## config.mk

```make
export PLATFORM = sky130hd
export DESIGN_NAME = dvi_twi_config
export DESIGN_NICKNAME = d
export VERILOG_FILES = /design/src/rtl/dvi_twi_config.sv
export SDC_FILE = /design/constraint.sdc
export NUM_CORES = 1
export LEC_CHECK = 0
export BUFFER_PORTS_ARGS = -buffer_cell sky130_fd_sc_hd__buf_2
export CORE_ASPECT_RATIO = 0.9
export CORE_MARGIN = 10
export CORE_UTILIZATION = 60
export CTS_BUF_LIST = sky130_fd_sc_hd__clkbuf_8
export DETAILED_ROUTE_END_ITERATION = 10
export PLACE_DENSITY = 0.8
export SYNTH_ARGS = -nofsm -noshare
export SYNTH_HDL_FRONTEND = slang
export SYNTH_SLANG_ARGS = --single-unit
```

## constraint.sdc

```tcl
create_clock -name iClk -period 2.6 [get_ports iClk]
set_input_delay 0.13 -clock iClk [delete_from_list [all_inputs] [get_ports iClk]]
set_output_delay 0.13 -clock iClk [all_outputs]
set_load 0.02 [all_outputs]
```

## src/rtl/dvi_twi_config.sv

```systemverilog
// dvi_twi_config: write-only I2C master that streams a {regAddr, value}
// table from an external ROM into the DVI transmitter, one write per entry.
//
// state   | meaning
// --------+-----------------------------------------------------------
// S_IDLE  | bus released, waiting for iStart
// S_FETCH | oTableAddr driven, two clocks for ROM data
// S_START | START condition (SDA falls while SCL high)
// S_SHIFT | eight data bits, MSB first
// S_ACK   | ninth bit, SDA released, slave ACK/NACK sampled
// S_STOP  | STOP condition (SDA rises while SCL high)
// S_GAP   | idle quarters between entries
// S_DONE  | all entries ACKed, oDone sticky
// S_ERROR | a byte was NACKed, oError sticky
module dvi_twi_config #(
  parameter int unsigned CLK_DIV      = 125,
  parameter logic [6:0]  DEV_ADDR     = 7'h76,
  parameter int unsigned NUM_ENTRIES  = 8,
  parameter int unsigned GAP_QUARTERS = 8
) (
  input  logic        iClk,
  input  logic        iRst,
  input  logic        iStart,
  output logic [7:0]  oTableAddr,
  input  logic [15:0] iTableData,
  input  logic        iSda,
  input  logic        iScl,
  output logic        oSda,
  output logic        oScl,
  output logic        oBusy,
  output logic        oDone,
  output logic        oError,
  output logic [7:0]  oFailIdx
);

  typedef enum logic [3:0] {
    S_IDLE, S_FETCH, S_START, S_SHIFT, S_ACK, S_STOP, S_GAP, S_DONE, S_ERROR
  } state_t;

  localparam logic [9:0] PRESC_MAX = 10'(CLK_DIV - 1);
  localparam logic [7:0] LAST_IDX  = 8'(NUM_ENTRIES - 1);
  localparam logic [7:0] GAP_LAST  = 8'(GAP_QUARTERS - 1);

  state_t      state_q;
  logic [1:0]  phase_q;
  logic [7:0]  idx_q;
  logic [1:0]  byte_q;
  logic [2:0]  bit_q;
  logic [7:0]  shift_q;
  logic [7:0]  reg_q;
  logic [7:0]  val_q;
  logic        fetch_q;
  logic [7:0]  gap_q;
  logic        nack_q;
  logic        abort_q;
  logic        scl_q;
  logic        sda_q;
  logic        busy_q;
  logic        done_q;
  logic        error_q;
  logic [7:0]  fail_q;
  logic [9:0]  presc_q;
  logic [9:0]  presc_d;
  logic        bus_active;
  logic        stretch;
  logic        tick;
  logic [7:0]  next_byte;

  // Line levels {scl, sda} for a given state and quarter.
  function automatic logic [1:0] lines(input state_t st, input logic [1:0] ph,
                                       input logic bit_v);
    logic [1:0] l;
    l = 2'b11;
    case (st)
      S_START: l = (ph == 2'd0 || ph == 2'd1) ? 2'b11 : ((ph == 2'd2) ? 2'b10 : 2'b00);
      S_SHIFT: l = {ph[1], bit_v};
      S_ACK:   l = {ph[1], 1'b1};
      S_STOP:  l = (ph == 2'd0) ? 2'b00 : ((ph == 2'd3) ? 2'b11 : 2'b10);
      default: l = 2'b11;
    endcase
    return l;
  endfunction

  assign bus_active = (state_q == S_START) || (state_q == S_SHIFT) || (state_q == S_ACK) ||
                      (state_q == S_STOP)  || (state_q == S_GAP);
  // A released SCL still read low means the slave is stretching the clock.
  assign stretch    = scl_q & ~iScl;
  assign tick       = bus_active & ~stretch & (presc_q == PRESC_MAX);
  assign next_byte  = (byte_q == 2'd0) ? reg_q : val_q;

  // Next prescaler value: restarts at every quarter and is pinned at 0 during a stretch.
  always_comb begin
    presc_d = presc_q + 10'd1;
    if (!bus_active || stretch || tick) presc_d = '0;
  end

  // Quarter-period prescaler register.
  always_ff @(posedge iClk or posedge iRst) begin
    if (iRst) presc_q <= '0;
    else      presc_q <= presc_d;
  end

  // Sequencer: walks the table and generates the bus waveform quarter by quarter.
  always_ff @(posedge iClk or posedge iRst) begin
    if (iRst) begin
      state_q <= S_IDLE;
      phase_q <= '0;
      idx_q   <= '0;
      byte_q  <= '0;
      bit_q   <= '0;
      shift_q <= '0;
      reg_q   <= '0;
      val_q   <= '0;
      fetch_q <= 1'b0;
      gap_q   <= '0;
      nack_q  <= 1'b0;
      abort_q <= 1'b0;
      scl_q   <= 1'b1;
      sda_q   <= 1'b1;
      busy_q  <= 1'b0;
      done_q  <= 1'b0;
      error_q <= 1'b0;
      fail_q  <= '0;
    end else begin
      case (state_q)
        S_IDLE, S_DONE, S_ERROR: begin
          if (iStart) begin
            busy_q  <= 1'b1;
            done_q  <= 1'b0;
            error_q <= 1'b0;
            idx_q   <= '0;
            fetch_q <= 1'b0;
            abort_q <= 1'b0;
            state_q <= S_FETCH;
          end
        end
        S_FETCH: begin
          fetch_q <= ~fetch_q;
          if (fetch_q) begin
            reg_q          <= iTableData[15:8];
            val_q          <= iTableData[7:0];
            phase_q        <= '0;
            {scl_q, sda_q} <= 2'b11;
            state_q        <= S_START;
          end
        end
        S_START, S_SHIFT, S_ACK, S_STOP: begin
          if (tick) begin
            if (phase_q != 2'd3) begin
              phase_q        <= phase_q + 2'd1;
              {scl_q, sda_q} <= lines(state_q, phase_q + 2'd1, shift_q[7]);
              if (state_q == S_ACK && phase_q == 2'd2) nack_q <= iSda;
            end else begin
              phase_q <= '0;
              case (state_q)
                S_START: begin
                  shift_q        <= {DEV_ADDR, 1'b0};
                  byte_q         <= '0;
                  bit_q          <= '0;
                  {scl_q, sda_q} <= {1'b0, DEV_ADDR[6]};
                  state_q        <= S_SHIFT;
                end
                S_SHIFT: begin
                  if (bit_q == 3'd7) begin
                    {scl_q, sda_q} <= 2'b01;
                    state_q        <= S_ACK;
                  end else begin
                    bit_q          <= bit_q + 3'd1;
                    shift_q        <= {shift_q[6:0], 1'b0};
                    {scl_q, sda_q} <= {1'b0, shift_q[6]};
                  end
                end
                S_ACK: begin
                  if (nack_q || byte_q == 2'd2) begin
                    if (nack_q) begin
                      fail_q  <= idx_q;
                      abort_q <= 1'b1;
                    end
                    {scl_q, sda_q} <= 2'b00;
                    state_q        <= S_STOP;
                  end else begin
                    byte_q         <= byte_q + 2'd1;
                    bit_q          <= '0;
                    shift_q        <= next_byte;
                    {scl_q, sda_q} <= {1'b0, next_byte[7]};
                    state_q        <= S_SHIFT;
                  end
                end
                default: begin
                  // End of STOP: lines are already released.
                  gap_q <= '0;
                  if (abort_q) begin
                    busy_q  <= 1'b0;
                    error_q <= 1'b1;
                    state_q <= S_ERROR;
                  end else begin
                    state_q <= S_GAP;
                  end
                end
              endcase
            end
          end
        end
        S_GAP: begin
          if (tick) begin
            if (gap_q == GAP_LAST) begin
              if (idx_q == LAST_IDX) begin
                busy_q  <= 1'b0;
                done_q  <= 1'b1;
                state_q <= S_DONE;
              end else begin
                idx_q   <= idx_q + 8'd1;
                fetch_q <= 1'b0;
                state_q <= S_FETCH;
              end
            end else begin
              gap_q <= gap_q + 8'd1;
            end
          end
        end
        default: state_q <= S_IDLE;
      endcase
    end
  end

  assign oTableAddr = idx_q;
  assign oSda       = sda_q;
  assign oScl       = scl_q;
  assign oBusy      = busy_q;
  assign oDone      = done_q;
  assign oError     = error_q;
  assign oFailIdx   = fail_q;

endmodule

```

==> results_dict.tcl <==
set metrics [dict create \
    status "finished clean" \
    netlist_top_cells_count "dfrtp_1 (75), mux2_2 (29), nor2_1 (25), nand2_1 (24), o21ai_0 (22)" \
    fmax_mhz 412 \
    antenna_cells 0 \
    clkLatencyLatePin_ns 0.35 \
    io_pins 42 \
    synth_top_flop_cell "dfrtp_1" \
    syn_inst 397 \
    numCtsBuffers 9 \
    finalClockSkew_ns 0.0114 \
    synth_top_area_share 0.446 \
    layout.nets 487 \
    grt_start_max_net_pins 49 \
    yosysWarnings 0 \
    regToRegSetupSlack_ns 0.17 \
    p_leak_nw 2.22 \
    hpwlAfterDp_um 7130 \
    critical_path_required_ns 2.83 \
    drt_first_pass_iters 5 \
    worst_path_max_delay_cell "dfrtp_1" \
    async_flop_share 1.00 \
    slew_violations 0 \
    worstSetupPathType "flop to flop" \
    clk_path_buf_depth 2 \
    port_buffers 41 \
    grt_usage 0.187 \
    fillers 502 \
    placed_area_um2 4600 \
    synth_top_area_cell "dfrtp_1" \
    hold_path_end "reg_q[0]" \
    wirelength_um 10000 \
    setup-violations-final 0 \
    design.die.area_um2 10800 \
    slowest_delay_ns 0.76 \
    rsz0062_at_grt "no" \
    post-place-ws_ns 0.190 \
    cp_max_fo 17 \
    fin_util 0.728 \
    antenna_left 0 \
    die_w_um 108 \
    grt_pass1_wl_um 16400 \
    crit_chain "buf_4, nand4bb_1, o22ai_1, or4_4, mux2_1" \
    multi_input_area_um2 2150 \
    regArea_um2 1930 \
    yosys_register_bits 77 \
    cts_tree "done" \
    root_buffer "clkbuf_8" \
    path_clk_slew_ns 0.08 \
    final_area_um2 4870 \
    core-area_um2 6690 \
    grt_overflow_total 0 \
    netlist_area_um2 4210 \
    areaGrowthSynthToFinish_pct 15.7 \
    vias_per_cell 6.16 \
    ys_seq_area_frac 0.458 \
    finalCritPeriodShare 0.933 \
    startpoint_type "flop" \
    grt_pass1_vias 3321 \
    endpoint_kind "flop" \
    period_needed_ns 2.43 \
    min_from "iTableData[8]" \
    setup_ws_ns 0.174 \
    vias 3387 \
    min-delay-path-class "input pin to flop" \
    path_delay_family "simple AND/OR/NAND/NOR gates" \
    die_h_um 99.5 \
    finalHoldViolCount 0 \
    row_count 28 \
    h-tree-depth 3 \
    power_density_nw_per_um2 461 \
    antenna_found_initial 0 \
    crit_buf_inv 1 \
    synth.area.top_cells "dfrtp_1 (45%), mux2_2 (7.8%), ha_1 (3.3%), mux2i_1 (2.6%), o21ai_0 (2.6%)" \
    tightest_slew_ns 0.652 \
    reg2reg_from "state_q[3]" \
    cp.arrival_ns 2.65 \
    reg2reg_to "state_q[1]" \
    fin_setup_tns_ns 0 \
    synthesis.nets 429 \
    cts_setup_buffers 0 \
    synth_cell_types 67 \
    yosysMostFrequentCell "dfrtp_1" \
    clock-sinks 77 \
    ir_worst_vdd_mv 0.437 \
    synth_edf_count 0 \
    wire_per_inst_um 18.2 \
    start_util 0.629 \
    route.detailed.drc 0 \
    max-slew-margin-rel 0.564 \
    drt_iter0_markers 324 \
    drive_above_1_share 0.283 \
    avgSynthCellArea_um2 10.6 \
    maxCapViolCount 0 \
    hold_path_depth 2 \
    gp_congestion 0.967 \
    r2r_cells 5 \
]
-- cell type report --
class / instances / area share
clock buffers: 11 / 0.0311
inverters: 12 / 0.00925
clock inverters: 5 / 0.0121
well taps: 90 / 0.0231
flip-flops and latches: 77 / 0.396
multi-input cells: 288 / 0.441
repair buffers: 67 / 0.0878
-- cells by family (layout without fill, tap and decap cells) --
group,after synthesis,in the layout,synth area share
flip-flops,77,77,0.458
buffers and inverters,32,95,0.0324
AND/OR/NAND/NOR,123,123,0.162
adder cells (fa/ha/maj),11,11,0.0327
XOR/XNOR,8,8,0.0166
AO/OA/AOI/OAI,97,97,0.164
multiplexers,49,49,0.134
-- per-stage QoR --
step | power, W | hold WS [ns] | std cells
2_1_floorplan | 0.00129 | 0.265 | 397
3_3_place_gp | 0.00132 | 0.249 | 528
3_5_place_dp | 0.00133 | 0.264 | 528
4_1_cts | 0.00227 | 0.000282 | 548
5_1_grt | 0.00233 | -0.000529 | 550
6_report | 0.00225 | 0.0118 | 550
-- flip-flops by register name, summed over array words and instances, names as in the netlist --
name and cells:
bit_q 3, byte_q 2, state_q 4, fetch_q 1, abort_q 1, reg_q 8
oError 1, oFailIdx 8, oTableAddr 8, presc_q 10, oScl 1, oBusy 1
oDone 1, oSda 1, phase_q 2, val_q 8, nack_q 1, shift_q 8
gap_q 8
-- what timing repair did --
| action | in CTS | in global routing |
|---|---|---|
| setup endpoints to repair | 0 | 5 |
| hold buffers | 4 | 2 |
| endpoints found under the hold margin | 32 | 2 |
| resized for setup | 0 | 1 |
-- where the power goes --
part            total, W  leakage [nW]  switching [W]  internal [W]
registers        0.00122          1.01      0.0000113       0.00121
clock network   0.000934         0.102       0.000439      0.000495
logic          0.0000867          1.11      0.0000479     0.0000388
total            0.00225          2.22       0.000498       0.00175
-- per-layer routing --
layer | track usage | vias up | wire length, um
met1 | 0.253 | 1668 | 4640
met2 | 0.284 | 117 | 4570
met3 | 0.0594 | 12 | 699
met4 | 0.0476 | 0 | 112
met5 | 0 | - | 0
li1 | - | 1590 | -
-- cell usage in the layout (no fill, tap or decap), drive strengths merged, types with 4 or more instances in the layout --
cell type,Yosys,final
clkbuf,14,11
o31ai,9,9
nor3,6,6
buf,6,61
and2,6,6
o211ai,6,6
o21ai,22,22
nor2,25,25
nand3,15,15
inv,12,12
a21o,5,5
nand2b,7,7
nand2,24,24
and3,8,8
a211oi,4,4
ha,11,11
nor2b,6,6
mux2,38,38
mux2i,11,11
dfrtp,75,75
xor2,4,4
a21oi,15,15
xnor2,4,4
or4,4,4
nand4,6,6
dlygate4sd3,0,6
a31oi,10,10
-- how the worst max path moves through the flow --
stage	cells after the start	endpoint	startpoint	slack (ns)
after floorplan	9	shift_q[0]	presc_q[0]	0.30
after global placement	6	state_q[1]	state_q[2]	0.17
after detailed placement	5	state_q[1]	state_q[3]	0.19
after CTS	5	state_q[1]	state_q[3]	0.17
after global routing	5	state_q[1]	state_q[3]	0.03
final	5	state_q[1]	state_q[3]	0.17
(Power assumes the default switching activity.)
